[src/rtl/riio_gpo_tx_ctrl.sv]
// riio_gpo_tx_ctrl
// Transmit-side controller for a bidirectional pad. A parallel word taken over
// a valid/ready handshake is serialized onto DO_O with OE_O asserted. Each bit
// is held for DIV clocks, and TURN_CYC clocks of idle level are driven with
// OE_O high before the first bit and after the last, so the pad never drives
// an undefined level.
//
// Handshake: a word is accepted on a rising edge where VALID_I and READY_O
// are both high. READY_O is high only in IDLE. VALID_I, DATA_I and
// MSB_FIRST_I are ignored while BUSY_O is high. Nothing is queued.
//
// DBG_STATE_O exposes the FSM state so external checkers can observe it.
module riio_gpo_tx_ctrl #(
  parameter int WIDTH    = 8,
  parameter int DIV      = 4,
  parameter int TURN_CYC = 2
) (
  input  logic             CLK_I,
  input  logic             RST_I,
  input  logic             VALID_I,
  output logic             READY_O,
  input  logic [WIDTH-1:0] DATA_I,
  input  logic             MSB_FIRST_I,
  input  logic             IDLE_LVL_I,
  input  logic             ABORT_I,
  output logic             DO_O,
  output logic             OE_O,
  output logic             BUSY_O,
  output logic             DONE_O,
  output logic             ABRT_O,
  output logic [1:0]       DBG_STATE_O
);

  // Counter widths. The turn counter needs at least one bit even when
  // TURN_CYC is 0; in that case it is never used.
  localparam int BCW = $clog2(WIDTH + 1);
  localparam int DCW = $clog2(DIV + 1);
  localparam int TCW = (TURN_CYC > 0) ? $clog2(TURN_CYC + 1) : 1;

  // Terminal counts. Each counter runs from 0 up to its terminal value and
  // never wraps inside a word.
  localparam logic [BCW-1:0] BIT_LAST  = BCW'(WIDTH - 1);
  localparam logic [DCW-1:0] DIV_LAST  = DCW'(DIV - 1);
  localparam logic [TCW-1:0] TURN_LAST = TCW'(TURN_CYC - 1);

  // FSM encoding
  localparam logic [1:0] ST_IDLE  = 2'd0;
  localparam logic [1:0] ST_SETUP = 2'd1;
  localparam logic [1:0] ST_SHIFT = 2'd2;
  localparam logic [1:0] ST_HOLD  = 2'd3;

  logic [1:0]       state_q,     state_d;
  logic [BCW-1:0]   bit_cnt_q,   bit_cnt_d;
  logic [DCW-1:0]   div_cnt_q,   div_cnt_d;
  logic [TCW-1:0]   turn_cnt_q,  turn_cnt_d;
  logic [WIDTH-1:0] sh_q,        sh_d;
  logic             lvl_q,       lvl_d;
  logic             abrt_pend_q, abrt_pend_d;
  logic             do_q,        do_d;
  logic             oe_q,        oe_d;
  logic             ready_q,     ready_d;
  logic             busy_q,      busy_d;
  logic             done_q,      done_d;
  logic             abrt_q,      abrt_d;

  // Word reordered so the first bit to send always sits in the MSB; the
  // shifter then only ever drives sh_q[WIDTH-1] and shifts left.
  logic [WIDTH-1:0] data_rev;
  logic [WIDTH-1:0] data_ord;

  // Bit-reverse DATA_I and select the transmit order sampled at accept
  always_comb begin
    data_rev = '0;
    for (int i = 0; i < WIDTH; i++) begin
      data_rev[i] = DATA_I[WIDTH-1-i];
    end
    data_ord = MSB_FIRST_I ? DATA_I : data_rev;
  end

  // Control flags raised inside the state case and applied afterwards
  logic go_hold;
  logic finish;
  logic fin_abrt;

  // Next-state, counter and registered-output logic
  always_comb begin
    state_d     = state_q;
    bit_cnt_d   = bit_cnt_q;
    div_cnt_d   = div_cnt_q;
    turn_cnt_d  = turn_cnt_q;
    sh_d        = sh_q;
    lvl_d       = lvl_q;
    abrt_pend_d = abrt_pend_q;
    do_d        = do_q;
    oe_d        = oe_q;
    ready_d     = ready_q;
    busy_d      = busy_q;
    done_d      = 1'b0;
    abrt_d      = abrt_q;
    go_hold     = 1'b0;
    finish      = 1'b0;
    fin_abrt    = abrt_pend_q;

    case (state_q)
      ST_IDLE: begin
        // Idle: pad released, DO tracks the idle level one clock late.
        ready_d = 1'b1;
        busy_d  = 1'b0;
        oe_d    = 1'b0;
        do_d    = IDLE_LVL_I;
        if (VALID_I && ready_q) begin
          sh_d        = data_ord;
          lvl_d       = IDLE_LVL_I;
          abrt_pend_d = 1'b0;
          ready_d     = 1'b0;
          busy_d      = 1'b1;
          oe_d        = 1'b1;
          bit_cnt_d   = '0;
          div_cnt_d   = '0;
          turn_cnt_d  = '0;
          if (TURN_CYC == 0) begin
            state_d = ST_SHIFT;
            do_d    = data_ord[WIDTH-1];
          end else begin
            state_d = ST_SETUP;
            do_d    = IDLE_LVL_I;
          end
        end
      end

      ST_SETUP: begin
        // Setup turnaround: OE high at the idle level before the first bit.
        if (ABORT_I) begin
          abrt_pend_d = 1'b1;
          go_hold     = 1'b1;
        end else if (turn_cnt_q == TURN_LAST) begin
          state_d   = ST_SHIFT;
          bit_cnt_d = '0;
          div_cnt_d = '0;
          do_d      = sh_q[WIDTH-1];
        end else begin
          turn_cnt_d = turn_cnt_q + 1'b1;
        end
      end

      ST_SHIFT: begin
        // Data phase: each bit stays on DO for DIV clocks.
        if (ABORT_I) begin
          abrt_pend_d = 1'b1;
          if (TURN_CYC == 0) begin
            finish   = 1'b1;
            fin_abrt = 1'b1;
          end else begin
            go_hold = 1'b1;
          end
        end else if (div_cnt_q == DIV_LAST) begin
          div_cnt_d = '0;
          if (bit_cnt_q == BIT_LAST) begin
            if (TURN_CYC == 0) begin
              finish = 1'b1;
            end else begin
              go_hold = 1'b1;
            end
          end else begin
            bit_cnt_d = bit_cnt_q + 1'b1;
            sh_d      = sh_q << 1;
            do_d      = sh_d[WIDTH-1];
          end
        end else begin
          div_cnt_d = div_cnt_q + 1'b1;
        end
      end

      ST_HOLD: begin
        // Hold turnaround: OE high at the idle level after the data.
        // Abort is ignored here; the word is already ending.
        if (turn_cnt_q == TURN_LAST) begin
          finish = 1'b1;
        end else begin
          turn_cnt_d = turn_cnt_q + 1'b1;
        end
      end

      default: begin
        state_d = ST_IDLE;
      end
    endcase

    if (go_hold) begin
      state_d    = ST_HOLD;
      turn_cnt_d = '0;
      do_d       = lvl_q;
    end

    // Word completion: release the pad and pulse DONE together with READY.
    if (finish) begin
      state_d = ST_IDLE;
      oe_d    = 1'b0;
      busy_d  = 1'b0;
      ready_d = 1'b1;
      done_d  = 1'b1;
      abrt_d  = fin_abrt;
      do_d    = IDLE_LVL_I;
    end
  end

  // State and output registers; reset drops OE immediately
  always_ff @(posedge CLK_I or posedge RST_I) begin
    if (RST_I) begin
      state_q     <= ST_IDLE;
      bit_cnt_q   <= '0;
      div_cnt_q   <= '0;
      turn_cnt_q  <= '0;
      sh_q        <= '0;
      lvl_q       <= 1'b0;
      abrt_pend_q <= 1'b0;
      do_q        <= 1'b0;
      oe_q        <= 1'b0;
      ready_q     <= 1'b0;
      busy_q      <= 1'b0;
      done_q      <= 1'b0;
      abrt_q      <= 1'b0;
    end else begin
      state_q     <= state_d;
      bit_cnt_q   <= bit_cnt_d;
      div_cnt_q   <= div_cnt_d;
      turn_cnt_q  <= turn_cnt_d;
      sh_q        <= sh_d;
      lvl_q       <= lvl_d;
      abrt_pend_q <= abrt_pend_d;
      do_q        <= do_d;
      oe_q        <= oe_d;
      ready_q     <= ready_d;
      busy_q      <= busy_d;
      done_q      <= done_d;
      abrt_q      <= abrt_d;
    end
  end

  assign DO_O        = do_q;
  assign OE_O        = oe_q;
  assign READY_O     = ready_q;
  assign BUSY_O      = busy_q;
  assign DONE_O      = done_q;
  assign ABRT_O      = abrt_q;
  assign DBG_STATE_O = state_q;

endmodule

[config.mk]
export PLATFORM = sky130hd
export DESIGN_NAME = riio_gpo_tx_ctrl
export DESIGN_NICKNAME = d
export VERILOG_FILES = /design/src/rtl/riio_gpo_tx_ctrl.sv
export SDC_FILE = /design/constraint.sdc
export NUM_CORES = 1
export LEC_CHECK = 0
export CAP_MARGIN = 20
export CORE_UTILIZATION = 54
export DETAILED_ROUTE_END_ITERATION = 8
export PLACE_DENSITY = 0.88
export SYNTH_ARGS = -nofsm -noshare
export SYNTH_HDL_FRONTEND = slang
export SYNTH_SLANG_ARGS = --single-unit
[constraint.sdc]
create_clock -name CLK_I -period 2.45 [get_ports CLK_I]
set_clock_uncertainty 0.1 [all_clocks]
set_input_delay 0.49 -clock CLK_I [delete_from_list [all_inputs] [get_ports CLK_I]]
set_output_delay 0.49 -clock CLK_I [all_outputs]
set_load 0.005 [all_outputs]
==> flow_summary.ini <==
[status]
status = finished clean

[critical_path]
critPathKind = register to register
startpoint_type = register
cp-end-kind = register
critPathMaxFanout = 5
slowest_stage = dfrtp_1
worstPathCellList = inv_1 > ha_1 > nand4b_4 > a21boi_1 > o211a_1 > a211o_1 > mux2_4
slowest_delay_ns = 0.45
crit_arrival_ns = 2.36
crit_required_ns = 2.59

[routing]
via_per_inst = 5.64
vias = 1206
drc = 0
ant_nets = 0
first_iter_violations = 52
wire_per_inst_microns = 14.3
first_pass_iters = 4
routed_wl_microns = 3050

[pwr]
power_per_cell_area_mw_per_mm2 = 1150
leakage_nw = 0.849
power_mw = 2.08
max-vdd-ir-drop_mv = 0.803

[cts]
post_cts_resized = 0
worstSkewPairLatency_ns = 0.34
cts_root_buf = clkbuf_4
cts.sinks = 26
ctsHtreeMaxLevel = 1
cts_buffers = 3
cts_setup_buffers = 0
cts_hold_buf = 0
cts_tree = yes
cts.clk_slew.worst_paths_ns = 0.15
clockBufferDepth = 2

[synthesis]
ys_seq_area_share_pct = 42.0
synth_warnings = 0
synthesis.nets = 184
synth_area_leaders = dfrtp_1 42%, mux2i_1 7.8%, ha_1 6.5%, nand2_1 5.6%, a21oi_1 3.9%
synth_top_area_share_pct = 42.0
avgSynthCellArea_sq_um = 9.55
netlist_area_sq_mm = 0.00155
ys_ff_latch = 26
yosysTopAreaCell = dfrtp_1
synth_cell_types = 36
synth_cells = 162

[die]
initial_utilization_pct = 56.6
core_sq_mm = 0.00273
rows = 19
io_pins = 22
dieWidth_microns = 55.5
fp.dieH_microns = 55.5
fp.dieArea_sq_mm = 0.00308

[timing]
max_freq_ghz = 0.451
hold_viol_final = 0
hold_ws_ns = 0.379
rsz0062_at_grt = false
slew_violations = 0
slew_headroom_pct = 70.3
period_share_pct = 90.6
fin_crit_ns = 2.22
tns_ns = 0
worst_slew_pin_slew_ns = 0.444
setup_viol = 0

[layout]
area_delta_synth_final_pct = 16.8
n_fill_cell = 228
final_area_sq_mm = 0.00181
diodes = 0
fin_nets = 206
drive_above_1_share_pct = 10.4
finalNonFillerCells = 214

[global_routing]
grt_max_degree = 27
antenna_found_initial = 0
grt-ovfl-total = 0
grt_pass1_wl_microns = 5450
grt_usage_pct = 22.3
grt_pass1_vias = 1263

[run]
maxCapViolations = 0

[placement]
dpl.cell_count = 210
numPortBuffers = 21
gp_congestion = 0.873
place_hpwl_microns = 2310
placed_area_sq_mm = 0.00177

[hold_path]
hold_path_class = input port to async pin
-- layout make-up --
| type | count | area, sq um | share of cell area (%) |
|---|---|---|---|
| Multi-Input combinational cell | 121 | 816 | 45.1 |
| Timing Repair Buffer | 25 | 240 | 13.3 |
| Tap cell | 31 | 38.8 | 2.15 |
| Inverter | 7 | 26.3 | 1.45 |
| Sequential cell | 26 | 651 | 36.0 |
| Clock buffer | 4 | 36.3 | 2.01 |
-- registers in the layout, indices dropped and copies added (netlist names) --
| signal | count |
|---|---|
| turn_cnt_q | 2 |
| ABRT_O | 1 |
| READY_O | 1 |
| BUSY_O | 1 |
| abrt_pend_q | 1 |
| bit_cnt_q | 4 |
| DONE_O | 1 |
| lvl_q | 1 |
| DO_O | 1 |
| sh_q | 8 |
| DBG_STATE_O | 2 |
| div_cnt_q | 3 |
-- stage by stage --
| stage | util (%) | setup WS (ns) |
|---|---|---|
| floorplan | - | 0.405 |
| global placement | 64.8 | 0.265 |
| detailed placement | 64.8 | 0.184 |
| CTS | 66.1 | 0.214 |
| global route | 66.1 | 0.0426 |
| finish | 66.1 | 0.231 |
-- routing by layer --
layer  up-vias  routed length (microns)  global-route usage, %
met5         -                        0                      0
met4         0                       57                   8.93
met3         7                       90                   3.28
met2        23                     1480                   38.4
met1       572                     1430                   28.2
li1        604                        -                      -
-- cell usage after synthesis --
cell type / instances
a211o_1: 1
a21bo_2: 1
a21boi_0: 1
a21boi_1: 1
a21oi_1: 12
a22o_1: 2
a22oi_1: 1
and2_4: 1
and4bb_2: 1
buf_2: 2
buf_4: 2
buf_6: 2
clkbuf_1: 2
dfrtp_1: 26
ha_1: 8
inv_1: 7
mux2_2: 3
mux2_4: 1
mux2i_1: 12
nand2_1: 23
nand2b_1: 6
nand3_1: 6
nand4_1: 1
nand4b_4: 1
nor2_1: 10
nor2b_1: 3
o211a_1: 1
o21a_1: 1
o21ai_0: 12
o21ai_1: 4
o21ai_2: 1
o21ai_4: 1
o2bb2ai_1: 2
o31ai_1: 1
or2_2: 1
or3_1: 2
-- layout by cell type, fill, tap and decap left out, types with 2 or more instances in the layout --
cell type / synthesis / routed
nand3_1: 6 / 6
buf_4: 2 / 4
nand2b_1: 6 / 6
o21ai_0: 12 / 12
mux2_2: 3 / 3
nor2b_1: 3 / 3
nor2_1: 10 / 10
dfrtp_1: 26 / 26
clkdlybuf4s50_1: 0 / 21
o21ai_1: 4 / 4
ha_1: 8 / 8
or3_1: 2 / 2
a22o_1: 2 / 2
inv_1: 7 / 7
a21oi_1: 12 / 12
clkbuf_4: 0 / 3
nand2_1: 23 / 23
o2bb2ai_1: 2 / 2
mux2i_1: 12 / 12
-- final timing paths --
| check | from | endpoint | slack (ns) | depth (start not counted) |
|---|---|---|---|---|
| min reg2reg | sh_q[6] | sh_q[6] | 0.41 | 2 |
| min | RST_I | bit_cnt_q[3] | 0.38 | 3 |
| max | DBG_STATE_O[0] | DO_O | 0.23 | 7 |
| min in group CLK_I | sh_q[6] | sh_q[6] | 0.41 | 2 |
| max reg2reg | DBG_STATE_O[0] | DO_O | 0.23 | 7 |
| max in group asynchronous | RST_I | sh_q[6] | 1.63 | 3 |
-- critical path, delay by kind of cell, from the launching register on --
| family | cells | cell delay, ns |
|---|---|---|
| flops | 1 | 0.45 |
| fa+ha+maj | 1 | 0.36 |
| buf+inv | 1 | 0.13 |
| mux | 1 | 0.30 |
| compound gates | 3 | 0.64 |
| simple gates | 1 | 0.14 |
-- kinds of logic after synthesis --
kind of cell               share of synthesized area [%]
adders and majority gates                           6.47
AOI/OAI and AO/OA                                   17.2
and+or+nand+nor                                     18.1
muxes                                               10.9
DFF                                                 42.0
buffers and inverters                               5.25
-- where the power goes --
part	switching [mW]	leakage (nW)	internal [mW]
combinational	0.612	0.499	0.540
clock	0.134	0.0210	0.0912
sequential	0.110	0.328	0.593
total	0.856	0.849	1.22
Power figures use the tool's default switching activity.
